<file path="src/rtl/io_pkg.sv">
// Shared types and defaults for the CPU OUT write buffer.
package io_pkg;
  localparam int IO_ADDR_W         = 16;
  localparam int IO_DATA_W         = 16;
  localparam int IO_DEPTH_DEF      = 4;
  localparam int IO_PORT_COUNT_DEF = 4;

  typedef struct packed {
    logic [IO_ADDR_W-1:0] addr;
    logic [IO_DATA_W-1:0] data;
  } io_wr_t;
endpackage

</file>
<file path="src/rtl/io_fifo.sv">
// Write-entry FIFO: storage, wrapping pointers, occupancy, registered valid/full.
module io_fifo
  import io_pkg::*;
#(
  parameter int DEPTH = IO_DEPTH_DEF
) (
  input  logic   clk,
  input  logic   reset,
  input  logic   push,
  input  logic   pop,
  input  io_wr_t wr_entry,
  output io_wr_t head,
  output logic   valid,
  output logic   full
);
  localparam int PTR_W = (DEPTH > 1) ? $clog2(DEPTH) : 1;
  localparam int CNT_W = $clog2(DEPTH + 1);

  io_wr_t           mem [DEPTH];
  logic [PTR_W-1:0] wr_ptr, rd_ptr;
  logic [CNT_W-1:0] count, count_nxt;

  always_comb begin
    count_nxt = count;
    case ({push, pop})
      2'b10:   count_nxt = count + CNT_W'(1);
      2'b01:   count_nxt = count - CNT_W'(1);
      default: count_nxt = count;
    endcase
  end

  // DEPTH is a power of two, so the pointer increments wrap on their own.
  always_ff @(posedge clk) begin
    if (reset) begin
      wr_ptr <= '0;
      rd_ptr <= '0;
      count  <= '0;
      valid  <= 1'b0;
      full   <= 1'b0;
      for (int i = 0; i < DEPTH; i++) mem[i] <= '0;
    end else begin
      if (push) begin
        mem[wr_ptr] <= wr_entry;
        wr_ptr      <= wr_ptr + PTR_W'(1);
      end
      if (pop) rd_ptr <= rd_ptr + PTR_W'(1);
      count <= count_nxt;
      valid <= (count_nxt != '0);
      full  <= (count_nxt == CNT_W'(DEPTH));
    end
  end

  assign head = mem[rd_ptr];
endmodule

</file>
<file path="src/rtl/io_write_buffer.sv">
// CPU OUT write buffer with peripheral handshake, sticky overflow and
// optional port shadow readback (enabled by defining IO_SHADOW_EN).
module io_write_buffer
  import io_pkg::*;
#(
  parameter int DEPTH      = IO_DEPTH_DEF,
  parameter int PORT_COUNT = IO_PORT_COUNT_DEF
) (
  input  logic                 clk,
  input  logic                 reset,
  input  logic                 wr_strobe,
  input  logic [IO_ADDR_W-1:0] wr_addr,
  input  logic [IO_DATA_W-1:0] wr_data,
  output logic                 out_valid,
  input  logic                 out_ready,
  output logic [IO_ADDR_W-1:0] out_addr,
  output logic [IO_DATA_W-1:0] out_data,
  output logic                 full,
  output logic                 overflow,
  input  logic [IO_ADDR_W-1:0] rd_addr,
  output logic [IO_DATA_W-1:0] rd_data
);
  io_wr_t wr_entry, head;
  logic   push, pop;

  assign pop      = out_valid & out_ready;
  // A full buffer still accepts a write when the head leaves in the same cycle.
  assign push     = wr_strobe & (~full | pop);
  assign wr_entry = '{addr: wr_addr, data: wr_data};

  io_fifo #(.DEPTH(DEPTH)) u_fifo (
    .clk      (clk),
    .reset    (reset),
    .push     (push),
    .pop      (pop),
    .wr_entry (wr_entry),
    .head     (head),
    .valid    (out_valid),
    .full     (full)
  );

  assign out_addr = head.addr;
  assign out_data = head.data;

  always_ff @(posedge clk) begin
    if (reset)                         overflow <= 1'b0;
    else if (wr_strobe & full & ~pop)  overflow <= 1'b1;
  end

`ifdef IO_SHADOW_EN
  logic [PORT_COUNT-1:0][IO_DATA_W-1:0] shadow;

  // Readback samples the pre-update shadow, so a same-cycle pop shows next cycle.
  always_ff @(posedge clk) begin
    if (reset) begin
      shadow  <= '0;
      rd_data <= '0;
    end else begin
      rd_data <= '0;
      for (int k = 0; k < PORT_COUNT; k++) begin
        if (pop && out_addr == IO_ADDR_W'(k)) shadow[k] <= out_data;
        if (rd_addr == IO_ADDR_W'(k))         rd_data   <= shadow[k];
      end
    end
  end
`else
  logic unused_rd_addr;
  assign unused_rd_addr = ^rd_addr;
  assign rd_data        = '0;
`endif
endmodule

</file>
<file path="config.mk">
export PLATFORM = sky130hd
export DESIGN_NAME = io_write_buffer
export DESIGN_NICKNAME = d
export VERILOG_FILES = /design/src/rtl/io_pkg.sv /design/src/rtl/io_fifo.sv /design/src/rtl/io_write_buffer.sv
export SDC_FILE = /design/constraint.sdc
export NUM_CORES = 1
export LEC_CHECK = 0
export ABC_CLOCK_PERIOD_IN_PS = 6100
export CAP_MARGIN = 20
export CORE_UTILIZATION = 53
export DETAILED_ROUTE_END_ITERATION = 12
export GPL_ROUTABILITY_DRIVEN = 0
export GPL_TIMING_DRIVEN = 0
export HOLD_SLACK_MARGIN = 0.02
export PLACE_DENSITY = 0.79
export SLEW_MARGIN = 15
export SYNTH_ARGS = -nofsm -noshare
export SYNTH_HDL_FRONTEND = slang
export SYNTH_SLANG_ARGS = --single-unit
</file>
<file path="constraint.sdc">
create_clock -name clk -period 6.1 [get_ports clk]
set_input_delay 1.83 -clock clk [delete_from_list [all_inputs] [get_ports clk]]
set_output_delay 1.83 -clock clk [all_outputs]
set_load 0.05 [all_outputs]
</file>
After elaboration in Yosys (flattened, before gate mapping)
Memory sizes are Yosys's and may differ from the RTL's. A register that Yosys moved wholly into a read port is not among the register bits.
Index checks and enable logic that the tools add are counted.

word-level totals
  memories kept = 1
  memory bits (writable) = 128
  logic and storage cells = 34
  output and inout port bits = 51
  register bits after elaboration = 10

memories
  memory      depth  width  rd ports  clocked after memory_dff  write ports  RTL line       text
  u_fifo.mem  4      32     1         1                         4            io_fifo.sv:19  io_wr_t mem [DEPTH];

operators by class
  reductions and logical operators = 2
  bitwise operators = 7
  add/subtract/negate cells = 4
  eq/ne operators = 3
  multiplexer cells = 11

operators by type and width
  operator               count
  $mux W32               1
  $reduce_or A32 Y1      1
  $mux W1                6
  $mux W2                3
  $pmux W3 S2            1
  $add A2 B1 Y2 const B  2
  $and A1 B1 Y1          4
  $add A3 B1 Y3 const B  1
  $eq A3 B3 Y1 const B   1
  $reduce_bool A3 Y1     1
  $sub A3 B1 Y3 const B  1
  $eq A2 B1 Y1 const B   1
  $eq A2 B2 Y1 const B   1
  $not A1 Y1             2
  $or A1 B1 Y1           1

Longest topological paths before layout
Gate-level depths: netlist (run 1).

  word-level depth = 8
  depth in mapped cells = 7
  depth with buffers taken out = 7

Cells and area by module
A second synthesis (run 1) with hierarchy kept.

second synthesis, totals
  cells, all modules = 377
  area, all modules = 6,138.4 um^2

modules (own cells, without submodules)
  module           seq. area each (um^2)  times used  area an instance (um^2)  cells an instance
  io_fifo          4,063.9                1           5,969.5                  354
  io_write_buffer  20.0                   1           168.9                    23

Least setup slack after synthesis (run 1)
Ideal clock, no wire load.

  kind = input to register
  start point = input out_ready
  end point = memory u_fifo.mem[2][0] (netlist name), enable pin
  path slack = 1,189 ps
  data arrival time = 4,445 ps
  stages = 3
  path through = a21boi_4 nand2b_1 o21ai_0

RTL lines
  element      RTL line               text
  from (decl)  io_write_buffer.sv:15  input logic out_ready,
  to (decl)    io_fifo.sv:19

==> metrics.md, run 1 <==
| Metric | Value |
|---|---|
| Status | `completed` |
| Largest net degree at the start of global routing | `33` |
| LEAKAGE | `just under 3 nW` |
| Initial Util | `0.546` |
| Post-synth EDFFs | `128` |
| Hold Crit Depth | `2` |
| Buffers added on ports | `69` |
| Ys async rst share | `0` |
| Slew headroom | `0.403` |
| Die Y | `approximately 110 um` |
| Worst r2r path cells | `7` |
| Setup bufs post-CTS | `0` |
| Hold Crit Class | `flop to flop` |
| Fin crit period | `4380 ps` |
| Rows | `39` |
| CTS Root Cell | `clkbuf_16` |
| Layout area overhead | `25.9%` |
| Hold-fix buffers, CTS | `0` |
| Pwr dens | `349 nW/um^2` |
| Slew Limit Fails | `0` |
| Crit end category | `primary output` |
| Die ar. | `12300 um^2` |
| Syn. warnings | `0` |
| Commonest non-fill, non-tap cell in the layout | `and2_1` |
| Clock-pin slew on the worst setup and hold paths | `around 50 ps` |
| Critical Path Start Type | `flop` |
| Cell Count, Final, Fillers Out | `647` |
| Post-Syn Area | `6260 um^2` |
| Ranking of synthesized cells by area | `edfxtp_1, and2_1, mux4_2, dfxtp_1, buf_4` |
| Most frequent cells in the layout | `and2_1, edfxtp_1, clkdlybuf4s50_1` |
| Vias in the first global route | `approximately 3700` |
| Clk Latency, worst-skew pair | `~410 ps` |
| Clock sink total | `between 100 and 150` |
| Total power | `between 2 and 3 mW` |
| Max Clk Rate | `between 200 and 250 MHz` |
| Routed len/inst | `between 15 and 20 um` |
| CTS tree | `built` |
| Vias | `3486` |
| Cts repair resizes | `0` |
| Total Routing Usage GR | `0.216` |
| CTS Buffer Depth | `2` |
| Detailed placement HPWL | `around 7900 um` |
| TritonCTS buffer count | `17` |
| Worst Path Required | `~4300 ps` |
| Clk_skew | `5.30 ps` |
| Remaining global-route overflow | `0` |
| Area post-placement | `7300 um^2` |
| Placed cell count | `~620` |
| Post-synth cell types | `38` |
| Final setup violation count | `0` |
| Syn Inst Count | `~390` |
| Syn_area_per_cell | `between 15 and 20 um^2` |
| DIE WIDTH | `between 100 and 150 um` |
| Area leader, netlist | `edfxtp_1` |
| Worst slew pin tran | `896 ps` |
| Ys flop type | `edfxtp_1` |
| RSZ-0062 raised after global routing | `false` |
| Maximum VDD drop | `between 200 and 250 uV` |
| Initial antenna violation count | `0` |
| CP max FO | `10` |
| Register area share after synthesis | `0.652` |
| N_diodes | `0` |
| Final instance area | `around 7900 um^2` |
| First-pass GRT wire length | `just under 20000 um` |
| MaxCap Viol Count | `0` |
| Hold WS | `495 ps` |
| Crit Path Category | `flop to primary output` |
| Residual DRC | `0` |
| Final WL | `around 12000 um` |
| Arrival time of the worst setup path | `about 2600 ps` |
| Setup TNS | `0 ps` |
| Core footprint | `approximately 11000 um^2` |
| Via-to-Cell Ratio | `approximately 5.4` |
| Synth top area share | `0.614` |
| Final hold viol count | `0` |
| DRT Pass-1 Iters | `4` |
| Fin crit share | `0.718` |
| Initial DRC Count | `about 200` |
| Final #Nets | `about 550` |
| Seq cells post-synth | `140` |
| Fraction of layout cells with a size suffix above 1 | `0.210` |
| DRT antenna net count | `0` |
| Fillers | `between 700 and 800` |
| Top Ports | `about 100` |
| H-tree depth | `4` |
[state kept, by name, indices dropped and copies added (netlist names), named ones only]
name and flops:
u_fifo.valid 1, u_fifo.wr_ptr 2, u_fifo.full 1, u_fifo.mem 128
u_fifo.rd_ptr 2, u_fifo.count 3, overflow 1
[per-stage QoR]
step	setup WS [ps]	utilization
floorplan	1190	-
global placement	-1120	0.627
detailed placement	1720	0.637
CTS	1640	0.687
global route	1580	0.687
finish	1720	0.687
[cell usage after synthesis (3+ instances only)]
master    number
edfxtp_1     128
clkbuf_1       5
mux4_2        32
dfxtp_1       12
xor2_1         3
buf_1          3
buf_6         10
nor2_1         9
buf_4         18
a21oi_1        3
and2_1       129
[critical path, stage by stage, from the launching register on]
cell and delay [ps]:
dfxtp_1 450, buf_1 520, mux4_2 360, clkdlybuf4s50_1 810
[layer usage]
metal | global-route usage | share of wire | up-vias
met5 | 0 | 0 | -
met4 | 0.0889 | 0.022 | 0
met3 | 0.0563 | 0.047 | 22
met2 | 0.377 | 0.55 | 107
met1 | 0.253 | 0.38 | 1762
li1 | - | - | 1595
[layout make-up]
class                           instances  area (um^2)  area share
Multi-Input combinational cell        220         1960       0.249
Clock buffer                           17          425      0.0540
Clock inverter                         14          154      0.0195
Buffer                                 38          288      0.0365
Sequential cell                       140         4080       0.518
Inverter                                2         7.51    0.000952
Timing Repair Buffer                   73          781      0.0990
Tap cell                              143          179      0.0227
[kinds of logic (layout without fill, tap and decap cells)]
group / after synthesis / count (layout) / synth area share
AND/OR/NAND/NOR: 152 / 152 / 0.156
flip-flops: 140 / 140 / 0.652
AO/OA/AOI/OAI: 11 / 11 / 0.0132
multiplexers: 34 / 34 / 0.119
XOR/XNOR: 5 / 5 / 0.00700
adder cells (fa/ha/maj): 2 / 2 / 0.00520
other: 1 / 16 / 0.000599
buffers and inverters: 40 / 144 / 0.0472
[where the power goes]
part,internal [mW],total (mW),switching [mW]
Sequential,1.13,1.16,0.0312
Combinational,0.235,0.587,0.351
Clock,0.633,0.997,0.365
Total,2.00,2.75,0.747
[final timing paths]
check / startpoint / end / slack [ps]
setup / recovery: flop / out_addr[13] / 1720
hold / removal: overflow / overflow / 490
setup reg to reg: u_fifo.valid / u_fifo.full / 3720
hold reg to reg: overflow / overflow / 490
No activity file was read; power rests on OpenSTA's default activity.
==> run 2: changes to the inputs <==
ABC_CLOCK_PERIOD_IN_PS = 4050   (was 6100)
clock period = 4.05 ns   (was 6.1 ns; I/O delays follow)
==> metrics.md, run 2 (synthesis results as in run 1) <==
| Metric | Value |
|---|---|
| Status | `completed` |
| N_diodes | `0 (unchanged)` |
| Max Clk Rate | `approximately 270 MHz` |
| Cts repair resizes | `0 (unchanged)` |
| Sw frac | `0.278 (+0.00590)` |
| Worst Path Required | `2830 ps (-1440 ps)` |
| FF+latch area | `4080 um^2 (unchanged)` |
| Placed cell count | `616 (unchanged)` |
| Fin crit share | `0.930` |
| Clock sink total | `140 (unchanged)` |
| Cell Count, Final, Fillers Out | `647 (unchanged)` |
| Hold-fix buffers, CTS | `0 (unchanged)` |
| DIE WIDTH | `111 um (unchanged)` |
| Remaining global-route overflow | `0 (unchanged)` |
| Initial Util | `0.546 (unchanged)` |
| Logic pwr share | `0.220 (+0.007)` |
| Top Layer Used | `met4` |
| Reg with most FFs | `u_fifo.mem` |
| Setup bufs post-CTS | `0 (unchanged)` |
| DRT Pass-1 Iters | `4 (unchanged)` |
| CTS tree | `built` |
| Routed len/inst | `18.0 um (-4.8%)` |
| Layout area overhead | `24.7%` |
| Area post-placement | `7290 um^2 (-0.17%)` |
| Hold WS | `481 ps (-14.2 ps)` |
| Crit Path Category | `flop to primary output` |
| Arrival time of the worst setup path | `2550 ps (about the same)` |
| Total Routing Usage GR | `0.207 (-0.00850)` |
| Critical Path Start Type | `flop` |
| Sequential power share | `0.439 (+0.015)` |
| Clk_skew | `8.88 ps (+3.58 ps)` |
| Initial antenna violation count | `0 (unchanged)` |
| Die Y | `111 um (unchanged)` |
| Residual DRC | `0 (unchanged)` |
| LEAKAGE | `2.90 nW (-1.0%)` |
| Util after Layout | `0.681 (-0.00666)` |
| Slew Limit Fails | `0 (unchanged)` |
| Final #Nets | `546 (unchanged)` |
| Via-to-Cell Ratio | `5.32 (-1.3%)` |
| Fraction of layout cells with a size suffix above 1 | `0.204 (-0.00595)` |
| Slew headroom | `0.396 (-0.00621)` |
| Clk pwr share | `0.342 (-0.021)` |
| Sw Pwr | `1.11 mW (+48%)` |
| Largest registers | `u_fifo.mem: 128 flops, u_fifo.count: 3 flops` |
| Rows | `39 (unchanged)` |
| Fin crit period | `approximately 3800 ps` |
| Pwr dens | `511 nW/um^2 (+47%)` |
| RSZ-0062 raised after global routing | `false` |
| TritonCTS buffer count | `17 (unchanged)` |
| Largest register FFs | `128 (unchanged)` |
| Vias | `3439 (-1.3%)` |
| Vias in the first global route | `3712 (+1.2%)` |
| Internal power | `2.88 mW (+44%)` |
| Detailed placement HPWL | `7670 um (-3.0%)` |
| CP max FO | `10 (unchanged)` |
| First-pass GRT wire length | `18900 um (-3.0%)` |
| Die ar. | `12300 um^2 (unchanged)` |
| Met2 WL post-DR | `6140 um (-8.2%)` |
| CTS Buffer Depth | `2 (unchanged)` |
| Initial DRC Count | `158 (-22%)` |
| Clk Latency, worst-skew pair | `420 ps (about the same)` |
| Final hold viol count | `0 (unchanged)` |
| Final setup violation count | `0 (unchanged)` |
| Core footprint | `11500 um^2 (unchanged)` |
| Met1 wire length | `4670 um (-0.38%)` |
| Maximum VDD drop | `338 uV (+44%)` |
| Buffers added on ports | `69 (unchanged)` |
| Fillers | `740 (-0.67%)` |
| H-tree depth | `4 (unchanged)` |
| Commonest non-fill, non-tap cell in the layout | `and2_1` |
| Top Ports | `103 (unchanged)` |
| CTS Root Cell | `clkbuf_16` |
| DRT antenna net count | `0 (unchanged)` |
| Met3 WL | `584 um (+0.86%)` |
| Final WL | `11600 um (-4.8%)` |
| Worst slew pin tran | `905 ps (+9.32 ps)` |
| MaxCap Viol Count | `0 (unchanged)` |
| Final instance area | `7810 um^2 (-0.97%)` |
| Hold Crit Class | `flop to flop` |
| Largest net degree at the start of global routing | `33 (unchanged)` |
| Crit end category | `primary output` |
| Clock-pin slew on the worst setup and hold paths | `60 ps (about the same)` |
| Most frequent cells in the layout | `and2_1, edfxtp_1, clkdlybuf4s50_1` |
| Area of the multi-input gates | `1960 um^2 (unchanged)` |
## run 2: critical path, stage by stage, from the launching register on
cell,delay (ps)
dfxtp_1,300
buf_2,170
buf_2,370
mux4_2,570
clkdlybuf4s50_1,720
## run 2: through the flow
| stage | power (mW) | worst slack (ps) | setup TNS (ps) |
|---|---|---|---|
| global route | 4.12 | 151 | 0 |
| floorplan | 2.39 | 617 | 0 |
| detailed placement | 2.66 | 297 | 0 |
| finish | 3.99 | 284 | 0 |
| CTS | 4.01 | 245 | 0 |
| global placement | 2.63 | -1020 | -58780 |
## run 2: worst paths after layout
path         slack [ps]    startpoint           end  cells past startpoint
max                 280          flop  out_data[11]                      4
min                 480      overflow      overflow                      2
min reg2reg         480      overflow      overflow                      2
max reg2reg        1620  u_fifo.valid   u_fifo.full                      7
## run 2: power groups by stage
stage / sequential [mW] / combinational, mW / clock, mW
finish: 1.75 / 0.877 / 1.36
global route: 1.76 / 0.927 / 1.43
CTS: 1.75 / 0.886 / 1.37
detailed placement: 1.78 / 0.883 / 0
global placement: 1.77 / 0.856 / 0
floorplan: 1.78 / 0.603 / 0
## run 2: final cells by class
type	count	share of cell area
plain buffers	38	0.0369
clock buffers	20	0.0559
clock inverters	11	0.0101
inverters	2	0.000962
multi-input cells	220	0.252
flip-flops and latches	140	0.523
well taps	143	0.0229
repair buffers	73	0.0984
## run 2: metal layers
metal	vias to the layer above	global-route usage
met5	-	0
met4	0	0.0880
met3	23	0.0481
met2	108	0.359
met1	1710	0.249
li1	1598	-
